File: src/rtl/loopy_gen_v2_if.sv
// Bundle between CPU register decode / PPU timing and the loopy scroll unit.
interface loopy_gen_v2_if;
  logic        ce;
  logic        is_rendering;
  logic        is_pre_render;
  logic [8:0]  cycle;
  logic [2:0]  ain;
  logic [7:0]  din;
  logic        read;
  logic        write;
  logic [14:0] loopy;
  logic [2:0]  fine_x_scroll;
  logic        write_toggle;
  logic        v_load_pending;

  modport master (
    output ce, is_rendering, is_pre_render, cycle, ain, din, read, write,
    input  loopy, fine_x_scroll, write_toggle, v_load_pending
  );

  modport slave (
    input  ce, is_rendering, is_pre_render, cycle, ain, din, read, write,
    output loopy, fine_x_scroll, write_toggle, v_load_pending
  );
endinterface

File: src/rtl/loopy_gen_v2.sv
// PPU loopy v/t/fine-X/toggle registers with render-time increments and copies.
// All outputs registered: one clk after the qualifying ce edge; no backpressure.
module loopy_gen_v2 #(
  parameter int V_ROWS       = 30,
  parameter int V_LOAD_DELAY = 3,
  parameter int GLITCH_2007  = 1
) (
  input  logic           clk,
  input  logic           reset_n,
  loopy_gen_v2_if.slave  lbus
);

  localparam logic [4:0] LP_LAST_ROW = 5'(V_ROWS - 1);
  localparam logic [2:0] LP_DELAY    = 3'(V_LOAD_DELAY);
  localparam bit         LP_GLITCH   = (GLITCH_2007 != 0);

  logic [14:0] r_v, r_t, r_staged;
  logic [2:0]  r_fine_x, r_cnt;
  logic        r_toggle, r_incr32, r_pending;

  logic [14:0] w_v_nxt, w_t_nxt, w_staged_nxt, w_v_render, w_v_glitch;
  logic [2:0]  w_fine_x_nxt, w_cnt_nxt;
  logic        w_toggle_nxt, w_incr32_nxt, w_pending_nxt;
  logic        w_wr, w_rd, w_acc_2007, w_wr6_second, w_load_done;
  logic        w_x_dot, w_y_dot, w_h_dot, w_v_copy;

  function automatic logic [14:0] f_inc_x(input logic [14:0] v);
    logic [14:0] r;
    r = v;
    if (v[4:0] == 5'd31) begin
      r[4:0] = 5'd0;
      r[10]  = ~v[10];
    end else begin
      r[4:0] = v[4:0] + 5'd1;
    end
    return r;
  endfunction

  // Rows past the visible area (e.g. 30/31 with V_ROWS=30) wrap without flipping the nametable.
  function automatic logic [14:0] f_inc_y(input logic [14:0] v);
    logic [14:0] r;
    r = v;
    if (v[14:12] != 3'd7) begin
      r[14:12] = v[14:12] + 3'd1;
    end else begin
      r[14:12] = 3'd0;
      if (v[9:5] == LP_LAST_ROW) begin
        r[9:5] = 5'd0;
        r[11]  = ~v[11];
      end else if (v[9:5] == 5'd31) begin
        r[9:5] = 5'd0;
      end else begin
        r[9:5] = v[9:5] + 5'd1;
      end
    end
    return r;
  endfunction

  assign w_wr         = lbus.ce & lbus.write;
  assign w_rd         = lbus.ce & lbus.read;
  assign w_acc_2007   = (w_wr | w_rd) && (lbus.ain == 3'd7);
  assign w_wr6_second = w_wr && (lbus.ain == 3'd6) && r_toggle;
  assign w_load_done  = r_pending && (r_cnt == 3'd1);

  assign w_x_dot  = (lbus.cycle[2:0] == 3'd7) &&
                    ((lbus.cycle <= 9'd255) || (lbus.cycle == 9'd327) || (lbus.cycle == 9'd335));
  assign w_y_dot  = (lbus.cycle == 9'd255);
  assign w_h_dot  = (lbus.cycle == 9'd256);
  assign w_v_copy = lbus.is_pre_render && (lbus.cycle >= 9'd279) && (lbus.cycle <= 9'd303);

  assign w_v_glitch = f_inc_y(f_inc_x(r_v));

  // Render operations landing on the same dot are chained into one update.
  always_comb begin
    w_v_render = r_v;
    if (w_x_dot) w_v_render = f_inc_x(w_v_render);
    if (w_y_dot) w_v_render = f_inc_y(w_v_render);
    if (w_h_dot) begin
      w_v_render[10]  = r_t[10];
      w_v_render[4:0] = r_t[4:0];
    end
    if (w_v_copy) begin
      w_v_render[14:11] = r_t[14:11];
      w_v_render[9:5]   = r_t[9:5];
    end
  end

  always_comb begin
    w_v_nxt       = r_v;
    w_t_nxt       = r_t;
    w_staged_nxt  = r_staged;
    w_fine_x_nxt  = r_fine_x;
    w_cnt_nxt     = r_cnt;
    w_toggle_nxt  = r_toggle;
    w_incr32_nxt  = r_incr32;
    w_pending_nxt = r_pending;
    if (lbus.ce) begin
      if (r_pending) begin
        w_cnt_nxt = r_cnt - 3'd1;
        if (r_cnt == 3'd1) w_pending_nxt = 1'b0;
      end
      if (w_wr) begin
        case (lbus.ain)
          3'd0: begin
            w_t_nxt[11:10] = lbus.din[1:0];
            w_incr32_nxt   = lbus.din[2];
          end
          3'd5: begin
            if (!r_toggle) begin
              w_t_nxt[4:0] = lbus.din[7:3];
              w_fine_x_nxt = lbus.din[2:0];
            end else begin
              w_t_nxt[9:5]   = lbus.din[7:3];
              w_t_nxt[14:12] = lbus.din[2:0];
            end
            w_toggle_nxt = ~r_toggle;
          end
          3'd6: begin
            if (!r_toggle) begin
              w_t_nxt[13:8] = lbus.din[5:0];
              w_t_nxt[14]   = 1'b0;
            end else begin
              w_t_nxt[7:0] = lbus.din;
              if (LP_DELAY != 3'd0) begin
                // A restage overrides the decrement above and restarts the countdown.
                w_staged_nxt  = {r_t[14:8], lbus.din};
                w_cnt_nxt     = LP_DELAY;
                w_pending_nxt = 1'b1;
              end
            end
            w_toggle_nxt = ~r_toggle;
          end
          default: ;
        endcase
      end
      if (w_rd && (lbus.ain == 3'd2)) w_toggle_nxt = 1'b0;

      if (w_load_done) begin
        w_v_nxt = r_staged;
      end else if (w_wr6_second && (LP_DELAY == 3'd0)) begin
        w_v_nxt = {r_t[14:8], lbus.din};
      end else if (w_acc_2007 && !lbus.is_rendering) begin
        w_v_nxt = r_v + (r_incr32 ? 15'd32 : 15'd1);
      end else if (w_acc_2007 && LP_GLITCH) begin
        w_v_nxt = w_v_glitch;
      end else if (lbus.is_rendering) begin
        w_v_nxt = w_v_render;
      end
    end
  end

  always_ff @(posedge clk or negedge reset_n) begin
    if (!reset_n) begin
      r_v       <= '0;
      r_t       <= '0;
      r_staged  <= '0;
      r_fine_x  <= '0;
      r_cnt     <= '0;
      r_toggle  <= 1'b0;
      r_incr32  <= 1'b0;
      r_pending <= 1'b0;
    end else begin
      r_v       <= w_v_nxt;
      r_t       <= w_t_nxt;
      r_staged  <= w_staged_nxt;
      r_fine_x  <= w_fine_x_nxt;
      r_cnt     <= w_cnt_nxt;
      r_toggle  <= w_toggle_nxt;
      r_incr32  <= w_incr32_nxt;
      r_pending <= w_pending_nxt;
    end
  end

  assign lbus.loopy          = r_v;
  assign lbus.fine_x_scroll  = r_fine_x;
  assign lbus.write_toggle   = r_toggle;
  assign lbus.v_load_pending = r_pending;

endmodule

File: src/flat_wrapper.sv
// flat-port wrapper written by rule: the top's interface ports become plain ports
module loopy_gen_v2_flat 
#(
  parameter int V_ROWS       = 30,
  parameter int V_LOAD_DELAY = 3,
  parameter int GLITCH_2007  = 1
)
  (clk, reset_n, lbus_ce, lbus_is_rendering, lbus_is_pre_render, lbus_cycle, lbus_ain, lbus_din, lbus_read, lbus_write, lbus_loopy, lbus_fine_x_scroll, lbus_write_toggle, lbus_v_load_pending);
  loopy_gen_v2_if lbus_i ();
  input  logic clk;
  input  logic reset_n;
  input wire logic [$bits(lbus_i.ce)-1:0] lbus_ce;
  input wire logic [$bits(lbus_i.is_rendering)-1:0] lbus_is_rendering;
  input wire logic [$bits(lbus_i.is_pre_render)-1:0] lbus_is_pre_render;
  input wire logic [$bits(lbus_i.cycle)-1:0] lbus_cycle;
  input wire logic [$bits(lbus_i.ain)-1:0] lbus_ain;
  input wire logic [$bits(lbus_i.din)-1:0] lbus_din;
  input wire logic [$bits(lbus_i.read)-1:0] lbus_read;
  input wire logic [$bits(lbus_i.write)-1:0] lbus_write;
  output wire logic [$bits(lbus_i.loopy)-1:0] lbus_loopy;
  output wire logic [$bits(lbus_i.fine_x_scroll)-1:0] lbus_fine_x_scroll;
  output wire logic [$bits(lbus_i.write_toggle)-1:0] lbus_write_toggle;
  output wire logic [$bits(lbus_i.v_load_pending)-1:0] lbus_v_load_pending;
  assign lbus_i.ce = lbus_ce;
  assign lbus_i.is_rendering = lbus_is_rendering;
  assign lbus_i.is_pre_render = lbus_is_pre_render;
  assign lbus_i.cycle = lbus_cycle;
  assign lbus_i.ain = lbus_ain;
  assign lbus_i.din = lbus_din;
  assign lbus_i.read = lbus_read;
  assign lbus_i.write = lbus_write;
  assign lbus_loopy = lbus_i.loopy;
  assign lbus_fine_x_scroll = lbus_i.fine_x_scroll;
  assign lbus_write_toggle = lbus_i.write_toggle;
  assign lbus_v_load_pending = lbus_i.v_load_pending;
  loopy_gen_v2 #(.V_ROWS(V_ROWS), .V_LOAD_DELAY(V_LOAD_DELAY), .GLITCH_2007(GLITCH_2007)) u_core (.clk(clk), .reset_n(reset_n), .lbus(lbus_i));
endmodule
File: config.mk
export PLATFORM = sky130hd
export DESIGN_NAME = loopy_gen_v2_flat
export DESIGN_NICKNAME = d
export VERILOG_FILES = /design/src/rtl/loopy_gen_v2_if.sv /design/src/rtl/loopy_gen_v2.sv /design/src/flat_wrapper.sv
export SDC_FILE = /design/constraint.sdc
export NUM_CORES = 1
export LEC_CHECK = 0
export ABC_AREA = 1
export CORE_MARGIN = 4
export CORE_UTILIZATION = 55
export DETAILED_ROUTE_END_ITERATION = 8
export PLACE_DENSITY = 0.78
export SLEW_MARGIN = 20
export SYNTH_ARGS = -nofsm -noshare
export SYNTH_HDL_FRONTEND = slang
export SYNTH_SLANG_ARGS = --single-unit
File: constraint.sdc
create_clock -name clk -period 3.6 [get_ports clk]
set_input_delay 0.72 -clock clk [delete_from_list [all_inputs] [get_ports clk]]
set_output_delay 0.72 -clock clk [all_outputs]
set_load 0.1 [all_outputs]
==> flow_metrics.env <==
export IMPL_synth_cells=549
export IMPL_power_per_cell_area_nw_per_um2=778
export IMPL_placed_cells_incl_taps=663
export IMPL_critical_path_top_delay_family="buffers and inverters"
export IMPL_crit_chain="clkdlybuf4s50_1"
export IMPL_cp_slowest_stage_delay_ns=1.19
export IMPL_status="complete, no violations"
export IMPL_timing_worst_setup_path_type="reg2out"
export IMPL_netlist_cell_type_count=35
export IMPL_first_global_vias=3351
export IMPL_timing_hold_worst_class="in2async"
export IMPL_clk_root_buffer_cell="clkbuf_8"
export IMPL_cts_tree="built"
export IMPL_whs_ns=0.473
export IMPL_unrepaired_setup_endpoints_after_global_routing="false"
export IMPL_path_clk_slew_ns=0.12
export IMPL_timing_max_transition_violations_final=0
export IMPL_place_gp_congestion=0.941
export IMPL_fmaxAchievable_mhz=363
export IMPL_half_perimeter_wire_length_after_detailed_placement_microns=7480
export IMPL_area_share_of_the_largest_cell_type_after_synthesis_pct=36.9
export IMPL_drive_above_1_share_pct=7.24
export IMPL_max_cap_viol_count=0
export IMPL_critical_path_endpoint_type="output pin"
export IMPL_detail_route_antenna_nets=0
export IMPL_syn_area_sq_um=3670
export IMPL_post_synth_and_or_nand_nor_area_fraction_pct=38.3
export IMPL_synth_area_in_compound_gates_pct=11.4
export IMPL_post_drt_wl_per_cell_microns=14.9
export IMPL_wl_microns=9970
export IMPL_worst_vdd_ir_mv=0.543
export IMPL_insertedDiodeCount=0
export IMPL_power_leakage_nw=2.24
export IMPL_drt_drc_violations_left=0
export IMPL_place_port_buffers=46
export IMPL_syn2layout_area_growth_pct=16.1
export IMPL_cells_resized_by_post_cts_repair=0
export IMPL_stdcell_count=671
export IMPL_post_route_min_period_ns=2.76
export IMPL_worst_skew_pair_late_latency_ns=0.32
export IMPL_grt_antenna_before_repair=0
export IMPL_synth_async_sr_flop_share_pct=100
export IMPL_postSynthRegisterBits=54
export IMPL_fp_dieH_microns=89.6
export IMPL_post_cts_setup_buffer_count=0
export IMPL_synth_top_cell_by_area="dfrtp_1"
export IMPL_syn_nets=588
export IMPL_number_of_buffer_and_inverter_stages_on_the_critical_path=1
export IMPL_synth_top_family_by_area="simple AND/OR/NAND/NOR gates"
export IMPL_synth_most_common_cell="nand2_1"
export IMPL_dp_slack_ns=0.810
export IMPL_vias=3792
export IMPL_clock_path_buffers=2
export IMPL_yosysSeqAreaShare_pct=36.9
export IMPL_routed_via_density=5.65
export IMPL_synth_edf_count=0
export IMPL_cts_buffers_inserted=5
export IMPL_setup_worst_path_start_class="flip-flop"
export IMPL_yosys_warnings=0
export IMPL_report_final_setup_viol=0
export IMPL_initial_core_util_pct=57.1
export IMPL_globalRouteOverflowTotal=0
export IMPL_timing_critical_path_fanout_max=7
export IMPL_clock_skew_ns=0.0174
export IMPL_fraction_of_synthesized_area_in_multiplexers_pct=0.307
export IMPL_worstPathRequired_ns=2.88
export IMPL_slew_limit_headroom_pct=34.9
export IMPL_num_rows=29
export IMPL_synth_top_flop_cell="dfrtp_1"
export IMPL_final_nets=632
export IMPL_placeableCoreArea_sq_um=6420
export IMPL_drc_violation_total_after_the_first_tritonroute_iteration=374
export IMPL_die_area_sq_um=8040
export IMPL_cts_htree_levels=2
export IMPL_cp_slowest_cell="clkdlybuf4s50_1"
export IMPL_clock_sinks=54
export IMPL_setup_tns_ns=0
export IMPL_synth_xor_area_share_pct=0.717
export IMPL_detailed_routing_iterations_pass_1=5
export IMPL_top_level_ports=47
export IMPL_endpoints_failing_hold=0
export IMPL_worstMarginPinSlew_ns=0.973
export IMPL_gr_usage_all_layers_pct=25.9
export IMPL_synth_area_top_cells="dfrtp_1 (37%), nand2_1 (17%), nor2_1 (7.8%)"
export IMPL_fp_dieW_microns=89.6
export IMPL_fin_crit_sh_pct=76.5
export IMPL_grt_max_degree=33
export IMPL_timing_final_ws_setup_ns=0.845
export IMPL_synth_fa_ha_area_share_pct=4.10
export IMPL_synth_common_cells="nand2_1 (169), nor2_1 (76), dfrtp_1 (54), inv_1 (54), nand3_1 (46)"
export IMPL_syn_avg_cell_area_sq_um=6.68
export IMPL_worstPathArrival_ns=2.04
export IMPL_grt_first_pass_wirelength_microns=16200
export IMPL_cts_hold_buffers=0
-- layout make-up --
cell class	instances	area, sq um
Inverter	63	236
Tap cell	77	96.3
Timing Repair Buffer	49	465
Clock buffer	5	68.8
Multi-Input combinational cell	420	2010
Sequential cell	54	1350
Clock inverter	3	28.8
Fill cell	599	2170
-- sequential cells by signal, summed over array words and instances (netlist names) --
signal,count
u_core.r_cnt,3
u_core.lbus.fine_x_scroll,3
u_core.r_staged,15
u_core.r_incr32,1
u_core.lbus.write_toggle,1
u_core.r_t,15
u_core.lbus.loopy,15
u_core.lbus.v_load_pending,1
-- logic make-up (layout without fill, tap and decap cells) --
| group | count (synthesis) | count (layout) |
|---|---|---|
| AOI/OAI and AO/OA | 76 | 76 |
| xor gates and xnor gates | 3 | 3 |
| adders and majority gates | 12 | 12 |
| buffers and inverters | 75 | 120 |
| DFF | 54 | 54 |
| muxes | 1 | 1 |
| and+or+nand+nor | 328 | 328 |
-- layout by cell type, fill, tap and decap left out, drive strengths merged --
| cell type | n |
|---|---|
| nand2 | 176 |
| nor2 | 81 |
| inv | 63 |
| dfrtp | 54 |
| nand3 | 48 |
| o21ai | 41 |
| clkdlybuf4s50 | 40 |
| a21oi | 20 |
| nand4 | 14 |
| ha | 12 |
| a31oi | 11 |
| buf | 9 |
| clkbuf | 5 |
| nor3 | 3 |
| clkinv | 3 |
| o211ai | 2 |
| nor3b | 2 |
| xor2 | 2 |
| o21bai | 1 |
| a21o | 1 |
| and2 | 1 |
| mux2 | 1 |
| and3 | 1 |
| or2 | 1 |
| xnor2 | 1 |
| nor4 | 1 |
-- layer usage --
layer  wire [microns]  track usage [%]
met1             4450             37.4
met2             4510             41.4
met3              875             3.56
met4              132             5.95
met5                0                0
-- metrics by stage --
stage	utilization, %	instance area [sq um]	power (mW)
2_1_floorplan	-	3670	2.45
3_3_place_gp	64.8	4160	2.89
3_5_place_dp	64.8	4160	2.92
4_1_cts	66.3	4260	3.30
5_1_grt	66.3	4260	3.54
6_report	66.3	4260	3.31
-- path summary, 6_finish.rpt --
check                                                       from                              endpoint  slack [ns]  cells after the start
worst max-delay path            u_core.lbus.loopy[5]$_DFFE_PN0P_                         lbus_loopy[5]        0.84                      1
worst max register to register       u_core.r_incr32$_DFFE_PN0P_     u_core.lbus.loopy[10]$_DFFE_PN0P_        1.53                     11
worst min-delay path                                     reset_n  u_core.lbus.write_toggle$_DFFE_PN0P_        0.47                      1
worst min register to register   u_core.r_staged[11]$_DFFE_PN0P_       u_core.r_staged[11]$_DFFE_PN0P_        0.50                      2
min in group clk                 u_core.r_staged[11]$_DFFE_PN0P_       u_core.r_staged[11]$_DFFE_PN0P_        0.50                      2
max in group asynchronous                                reset_n             u_core.r_t[5]$_DFFE_PN0P_        2.30                      2
-- power by group --
group	switching, mW	leakage, nW	internal (mW)
Combinational	1.33	1.54	0.533
Sequential	0.261	0.657	0.810
Clock	0.231	0.0502	0.145
Total	1.82	2.24	1.49
(Power assumes the default switching activity.)
